$ cat src/rtl/mem_arbiter.sv
`default_nettype none
// ============================================================================
//  Module      : mem_arbiter
//  Description : Shares one single-port, fixed-latency memory between the IF
//                (instruction fetch) and MEM (load/store) pipeline stages.
//                Requests are granted one at a time. The command is issued
//                with a one-cycle strobe, the response is timed by a latency
//                counter, and completion is signalled with a one-cycle ack.
//                The pipeline-wide stall is held until every request pending
//                in the current pipeline cycle has been served.
//  Options     : MEM_ARB_RR_EN - round-robin tie-break between IF and MEM.
//                When undefined, MEM always wins a tie.
//  Revision    : 1.0 - initial release
// ============================================================================
module mem_arbiter #(
  parameter int ADDR_W  = 32,
  parameter int DATA_W  = 32,
  parameter int MEM_LAT = 2     // legal range 1..15
) (
  input  logic              clk_i,
  input  logic              rst_i,
  // instruction fetch port
  input  logic              if_req_i,
  input  logic [ADDR_W-1:0] if_addr_i,
  output logic [DATA_W-1:0] if_data_o,
  output logic              if_ack_o,
  // load/store port
  input  logic              mem_req_i,
  input  logic              mem_we_i,
  input  logic [ADDR_W-1:0] mem_addr_i,
  input  logic [DATA_W-1:0] mem_wdata_i,
  output logic [DATA_W-1:0] mem_rdata_o,
  output logic              mem_ack_o,
  // pipeline freeze
  output logic              stall_o,
  // memory side
  output logic              ram_en_o,
  output logic              ram_we_o,
  output logic [ADDR_W-1:0] ram_addr_o,
  output logic [DATA_W-1:0] ram_wdata_o,
  input  logic [DATA_W-1:0] ram_rdata_i
);

  typedef enum logic [1:0] {
    IDLE  = 2'd0,
    ISSUE = 2'd1,
    WAIT  = 2'd2,
    RESP  = 2'd3
  } state_t;

  // Counter preload: ISSUE plus MEM_LAT-1 WAIT decrements plus the capture
  // cycle put the sampling point exactly MEM_LAT cycles after ram_en_o.
  localparam logic [3:0] LAT_M1 = 4'(MEM_LAT - 1);

  state_t     state;
  state_t     state_nxt;
  logic [3:0] cnt;
  logic [3:0] cnt_nxt;

  logic       owner_mem;    // 1 = current access belongs to MEM
  logic       if_done;      // IF already served in this pipeline cycle
  logic       mem_done;     // MEM already served in this pipeline cycle
  logic       if_elig;
  logic       mem_elig;
  logic       grant;
  logic       grant_mem;
  logic       in_resp;
  logic       capture;

`ifdef MEM_ARB_RR_EN
  logic       last_if;      // 1 = IF was granted most recently
`endif

  // Eligibility and tie-break; a served requester stays out until the
  // pipeline advances, so a held request is never served twice.
  always_comb begin
    if_elig  = if_req_i & ~if_done;
    mem_elig = mem_req_i & ~mem_done;
`ifdef MEM_ARB_RR_EN
    grant_mem = mem_elig & (~if_elig | last_if);
`else
    grant_mem = mem_elig;
`endif
    grant    = (state == IDLE) & (if_elig | mem_elig);
  end

  // Next-state and latency counter logic.
  always_comb begin
    state_nxt = state;
    cnt_nxt   = cnt;
    unique case (state)
      IDLE: begin
        if (grant) begin
          state_nxt = ISSUE;
        end
      end
      ISSUE: begin
        cnt_nxt   = LAT_M1;
        state_nxt = WAIT;
      end
      WAIT: begin
        if (cnt == 4'd0) begin
          state_nxt = RESP;
        end else begin
          cnt_nxt = cnt - 4'd1;
        end
      end
      RESP: begin
        state_nxt = IDLE;
      end
      default: begin
        state_nxt = IDLE;
      end
    endcase
  end

  // State and counter registers.
  always_ff @(posedge clk_i) begin
    if (rst_i) begin
      state <= IDLE;
      cnt   <= 4'd0;
    end else begin
      state <= state_nxt;
      cnt   <= cnt_nxt;
    end
  end

  // Latch the winning command at grant; it stays on the ram_* pins until
  // the next grant, so requesters are free to change their inputs.
  always_ff @(posedge clk_i) begin
    if (rst_i) begin
      owner_mem   <= 1'b0;
      ram_we_o    <= 1'b0;
      ram_addr_o  <= '0;
      ram_wdata_o <= '0;
    end else if (grant) begin
      owner_mem   <= grant_mem;
      ram_we_o    <= grant_mem & mem_we_i;
      ram_addr_o  <= grant_mem ? mem_addr_i : if_addr_i;
      ram_wdata_o <= grant_mem ? mem_wdata_i : '0;
    end
  end

`ifdef MEM_ARB_RR_EN
  // Last-grant pointer; resets to "IF last" so MEM wins the first tie.
  always_ff @(posedge clk_i) begin
    if (rst_i) begin
      last_if <= 1'b1;
    end else if (grant) begin
      last_if <= ~grant_mem;
    end
  end
`endif

  // The read data is written straight into the owner's output register on
  // the capture edge so it is already valid during the ack cycle.
  assign capture = (state == WAIT) && (cnt == 4'd0);

  // Response data registers; a store leaves mem_rdata_o untouched.
  always_ff @(posedge clk_i) begin
    if (rst_i) begin
      if_data_o   <= '0;
      mem_rdata_o <= '0;
    end else if (capture) begin
      if (!owner_mem) begin
        if_data_o <= ram_rdata_i;
      end else if (!ram_we_o) begin
        mem_rdata_o <= ram_rdata_i;
      end
    end
  end

  // Acks are masked by reset so an interrupted access never completes.
  assign in_resp   = (state == RESP) & ~rst_i;
  assign if_ack_o  = in_resp & ~owner_mem;
  assign mem_ack_o = in_resp & owner_mem;
  assign ram_en_o  = (state == ISSUE);

  // Stall drops in the ack cycle of the last outstanding request.
  assign stall_o = (if_req_i  & ~(if_done  | if_ack_o))
                 | (mem_req_i & ~(mem_done | mem_ack_o));

  // Done flags: cleared whenever the pipeline advances, set at each ack.
  always_ff @(posedge clk_i) begin
    if (rst_i || !stall_o) begin
      if_done  <= 1'b0;
      mem_done <= 1'b0;
    end else begin
      if (if_ack_o) begin
        if_done <= 1'b1;
      end
      if (mem_ack_o) begin
        mem_done <= 1'b1;
      end
    end
  end

endmodule
`default_nettype wire
$ cat config.mk
export PLATFORM = sky130hd
export DESIGN_NAME = mem_arbiter
export DESIGN_NICKNAME = d
export VERILOG_FILES = /design/src/rtl/mem_arbiter.sv
export SDC_FILE = /design/constraint.sdc
export NUM_CORES = 1
export LEC_CHECK = 0
export CORE_AREA = 2 2 120 122
export CTS_BUF_LIST = sky130_fd_sc_hd__clkbuf_4 sky130_fd_sc_hd__clkbuf_8
export DETAILED_ROUTE_END_ITERATION = 10
export DIE_AREA = 0 0 122 124
export PLACE_DENSITY = 0.88
export SLEW_MARGIN = 20
export SYNTH_ARGS = -nofsm -noshare
export SYNTH_HDL_FRONTEND = slang
export SYNTH_SLANG_ARGS = --single-unit
export TNS_END_PERCENT = 1
$ cat constraint.sdc
create_clock -name clk_i -period 5.33 [get_ports clk_i]
set_clock_uncertainty 0.15 [all_clocks]
set_input_delay 1.066 -clock clk_i [delete_from_list [all_inputs] [get_ports clk_i]]
set_output_delay 1.066 -clock clk_i [all_outputs]
set_load 0.02 [all_outputs]
==> reports/summary.txt, run 1 <==
status: completed
crit path launch type: input port
Setup TNS Final: 0 ns
clk sinks: 138
Chip Width: 122 µm
postcts setup bufs: 0
Unique masters post-synth: 33
register area: 2760 µm²
wire length per cell: 14.9 µm
Vias/cell: 5.00
total CTS buffers: 17
post-route clock period utilization: 73.2%
core area: 13700 µm²
number of max-slew violations in the final report: 0
CTS tree: yes
Yosys Warn Count: 0
final worst slack: 1.43 ns
Hold Vio Cnt, Final: 0
pin count of the biggest net entering global routing: 92
most frequent cell on the critical path: clkdlybuf4s50_1
Hold WC Path Type: register to register
Crit Path Max Fanout: 2
Area Growth Syn to Fin: 55.7%
pre-CTS WS: 1.44 ns
fin area: 8410 µm²
Post-Syn Area: 5400 µm²
dpl hpwl: 10900 µm
routed via count: 5331
fmax: 256 MHz
hold_ws: 0.303 ns
Placer Congestion: 0.795
Relative slew margins: 28.5%
CP arrival: 2.68 ns
Iteration-0 DRC Markers: 408
Die Y: 124 µm
CP top delay family: buffers and inverters
first-pass GRT wire length: 24400 µm
Syn Nets: 771
Yosys reg bits: 138
Cell Pwr Density: 424 nW/µm²
die area: 15100 µm²
Cells after Synth: 633
clock tree buffer depth: 2
post-route insts no fill: 1067
antenna-violating nets left: 0
# rows: 43
critical setup path kind: input port to output port
DRC: 0
PortBufs: 265
RSZ-0062 raised after global routing: no
Seq/Total Area, Yosys: 51.1%
Post-Place Cells: 1035
Pleak: 3.02 nW
final setup violation count: 0
worst slew pin tran: 1.07 ns
Slowest cell on crit path: clkdlybuf4s50_1
placed cell areas: 8060 µm²
filler instances: 1196
min cycle time layout: 3.90 ns
Avg Inst Size Synth: 8.54 µm²
layout cell share with drive strength beyond 1: 8.23%
Post-CTS Resized: 0
Max IR drop VDD: 0.206 mV
Worst EP required: 4.11 ns
n_diodes: 0
Overflow after GRT: 0
EDFF count, synth: 0
H-Tree Depth: 4
Top FF cell, synth: dfxtp_1
root buffer cell: clkbuf_8
CTS clk-pin slew, worst paths: 0.07 ns
endpoint type of the worst setup path: output port
Critical path buffers and inverters: 2
area used by multi-input combinational logic: 2330 µm²
CP Cell Sequence: clkdlybuf4s50_1 > nor2b_2 > o21ai_0 > a22oi_1 > clkdlybuf4s50_1
initial antenna violation count: 0
Skew-Pair Late Insertion Delay: 0.44 ns
CP max stage delay: 0.66 ns
I/O pin count: 266
final net count: 1012
Initial Util: 39.4%
Initial DRT Pass Iterations: 5
cts hold-fix bufs: 0
Routed Wire Length: 15900 µm
gr usage total: 20.6%
asr flop ratio synth: 0%
number of global-route vias before repair: 5047
Max Cap Violations: 0
layout by cell type, fill, tap and decap left out, types with 10 or more instances in the layout:
master / netlist / layout
a311oi_2: 25 / 25
a22oi_1: 34 / 34
nand2_1: 196 / 196
buf_4: 5 / 10
dfxtp_1: 138 / 138
nor2_1: 73 / 73
clkdlybuf4s50_1: 0 / 264
a21oi_1: 67 / 67
clkbuf_8: 0 / 17
flip-flops by register name, summed over array words and instances, names as in the netlist:
register / cells
ram_addr_o: 32
if_done: 1
mem_rdata_o: 32
if_data_o: 32
ram_we_o: 1
mem_done: 1
ram_wdata_o: 32
cnt: 4
owner_mem: 1
state: 2
per-stage QoR:
stage	util (%)	total power, mW
after global routing	61.3	3.77
after CTS	61.3	3.60
final	61.3	3.57
after global placement	58.8	2.78
after floorplan	-	2.26
after detailed placement	58.8	2.82
per-layer routing:
layer / part of all wire, % / up-vias / wire, µm / track usage, %
met2: 48 / 223 / 7610 / 34.0
li1: - / 2606 / - / -
met3: 8.1 / 42 / 1280 / 6.46
met5: 0 / - / 0 / 0
met1: 41 / 2460 / 6480 / 24.0
met4: 3.3 / 0 / 532 / 10.8
cell families (layout without fill, tap and decap cells):
kind of cell | count (synthesis) | in the layout | share of synthesized area (%)
flip-flops | 138 | 138 | 51.1
multiplexers | 3 | 3 | 0.579
AO/OA/AOI/OAI | 142 | 142 | 20.4
AND/OR/NAND/NOR | 286 | 286 | 20.9
adder cells (fa/ha/maj) | 5 | 5 | 1.16
buffers and inverters | 59 | 313 | 5.84
cell type report:
class | count | share of cell area [%]
clock buffer | 22 | 3.23
clock inverter | 10 | 0.922
inverter | 7 | 0.312
multi-input combinational | 436 | 27.7
sequential | 138 | 32.8
tap | 180 | 2.68
timing repair buffer | 274 | 32.3
path summary, 6_finish.rpt:
| path | from | end | slack (ns) | depth (start not counted) |
|---|---|---|---|---|
| setup reg to reg | mem_done | ram_addr_o[21] | 3.12 | 6 |
| hold reg to reg | if_data_o[18] | if_data_o[18] | 0.30 | 2 |
| hold / removal | if_data_o[18] | if_data_o[18] | 0.30 | 2 |
| setup / recovery | mem_req_i | stall_o | 1.43 | 5 |
synth_stat cells (2+ instances only):
| library cell | number | area, µm² |
|---|---|---|
| a22oi_1 | 34 | 255 |
| nand2_1 | 196 | 736 |
| a311oi_1 | 8 | 70.1 |
| nand2b_1 | 4 | 25.0 |
| buf_4 | 5 | 37.5 |
| inv_1 | 7 | 26.3 |
| nor2b_1 | 2 | 12.5 |
| nor2_1 | 73 | 274 |
| a21oi_1 | 67 | 335 |
| buf_2 | 18 | 90.1 |
| buf_6 | 7 | 78.8 |
| mux2i_1 | 2 | 20.0 |
| a311oi_2 | 25 | 375 |
| clkbuf_1 | 22 | 82.6 |
| ha_1 | 5 | 62.6 |
| o21ai_0 | 2 | 10.0 |
| a211oi_1 | 3 | 22.5 |
| dfxtp_1 | 138 | 2760 |
where the power goes:
part	switching, mW	total, mW	internal (mW)
clock network	0.381	0.768	0.387
registers	0.106	1.33	1.23
logic	0.819	1.47	0.646
total	1.31	3.57	2.26
tightest hold or removal path: stages, from the launching register on:
cell and delay, ns:
dfxtp_1 0.31, nand2_1 0.05, a21oi_1 0.05
(Power assumes the default switching activity.)
==> run 2, diff against run 1 <==
CORE_AREA = 2 2 123 125   (was 2 2 120 122)
DIE_AREA = 0 0 125 127   (was 0 0 122 124)
clock period = 3.55 ns   (was 5.33 ns; I/O delays follow)
==> reports/summary.txt, run 2 (synthesis results as in run 1) <==
status: completed
most common cell after layout, fill and taps aside: clkdlybuf4s50_1
Post-Place Cells: 1041
CTS clk-pin slew, worst paths: 0.07 ns
Routed Wire Length: 16500 µm
Hold Vio Cnt, Final: 0
endpoint type of the worst setup path: output port
dpl hpwl: 11400 µm
worst slew pin tran: 0.923 ns
CTS tree: yes
filler instances: 1224
n_diodes: 0
final setup violation count: 0
root buffer cell: clkbuf_8
Cell Pwr Density: 663 nW/µm²
clock tree buffer depth: 2
number of cells on the worst reg-to-reg path: 7
clk sinks: 138
CP arrival: 2.34 ns
Worst EP required: 2.69 ns
Die Y: 127 µm
Initial Util: 37.5%
Placer Congestion: 0.833
most frequent cells in the layout: clkdlybuf4s50_1 (264), nand2_1 (196), dfxtp_1 (138)
PortBufs: 265
Iteration-0 DRC Markers: 251
fmax: 312 MHz
Pleak: 3.07 nW
Hold WC Path Type: register to register
register area: 2760 µm²
initial antenna violation count: 0
Crit Path Max Fanout: 2
gr usage total: 20.5%
layout cell share with drive strength beyond 1: 8.33%
number of global-route vias before repair: 5241
Pwr Total: 5.66 mW
Overflow after GRT: 0
# rows: 44
postcts setup bufs: 0
post-route insts no fill: 1072
Vias/cell: 4.98
Relative slew margins: 38.4%
Initial DRT Pass Iterations: 4
I/O pin count: 266
hold depth: 2
Max Cap Violations: 0
Max IR drop VDD: 0.325 mV
number of max-slew violations in the final report: 0
wire length per cell: 15.4 µm
Post-CTS Resized: 0
first-pass GRT wire length: 26200 µm
RSZ-0062 raised after global routing: no
core area: 14400 µm²
antenna-violating nets left: 0
total CTS buffers: 17
Chip Width: 125 µm
DRC: 0
routed via count: 5335
die area: 15900 µm²
Skew-Pair Late Insertion Delay: 0.43 ns
H-Tree Depth: 4
post-route clock period utilization: 90.2%
min cycle time layout: 3.20 ns
Setup TNS Final: 0 ns
Area Growth Syn to Fin: 58.1%
area used by multi-input combinational logic: 2330 µm²
cts hold-fix bufs: 0
critical setup path kind: input port to output port
final net count: 1014
pin count of the biggest net entering global routing: 80
crit path launch type: input port
==> run 2: cell types whose count changed in the layout (fill, tap and decap cells not counted), sizes merged <==
cell,change
buf,+2
bufinv,+3
clkbuf,+1
clkinv,-5
==> run 2: critical path, stage by stage <==
cell,delay (ns)
clkdlybuf4s50_1,0.47
nor2b_2,0.14
o21ai_0,0.10
a22oi_1,0.23
clkdlybuf4s50_1,0.69
==> run 2: metal layers <==
layer	global-route usage, %	routed length [µm]
met1	24.1	6930
met2	34.5	8000
met3	6.11	1080
met4	9.35	471
met5	0	0
==> run 2: cell type report <==
type	count	area share (%)
tap	184	2.69
sequential	138	32.3
timing repair buffer	276	32.3
clock inverter	8	1.67
multi-input combinational	436	27.3
inverter	7	0.308
clock buffer	23	3.41
==> run 2: metrics by stage <==
| step | cell area [µm²] | util, % | hold WS [ns] | worst slack (ns) |
|---|---|---|---|---|
| final | 8540 | 59.2 | 0.303 | 0.347 |
| after global routing | 8540 | 59.2 | 0.311 | 0.281 |
| after CTS | 8540 | 59.2 | 0.298 | 0.319 |
| after detailed placement | 8110 | 56.2 | 0.295 | 0.333 |
| after global placement | 8110 | 56.2 | 0.290 | 0.405 |
| after floorplan | 5400 | - | 0.304 | 0.916 |
==> run 2: path summary, 6_finish.rpt <==
check	startpoint	slack, ns	endpoint
worst max-delay path	mem_req_i	0.35	stall_o
worst min-delay path	mem_rdata_o[25]	0.30	mem_rdata_o[25]
worst max register to register	state[0]	1.26	if_data_o[23]
worst min register to register	mem_rdata_o[25]	0.30	mem_rdata_o[25]
==> run 2: power by group <==
group,internal (mW),switching (mW),total [mW]
registers,1.84,0.166,2.01
logic,1.00,1.25,2.25
clock network,0.828,0.582,1.41
total,3.67,1.99,5.66
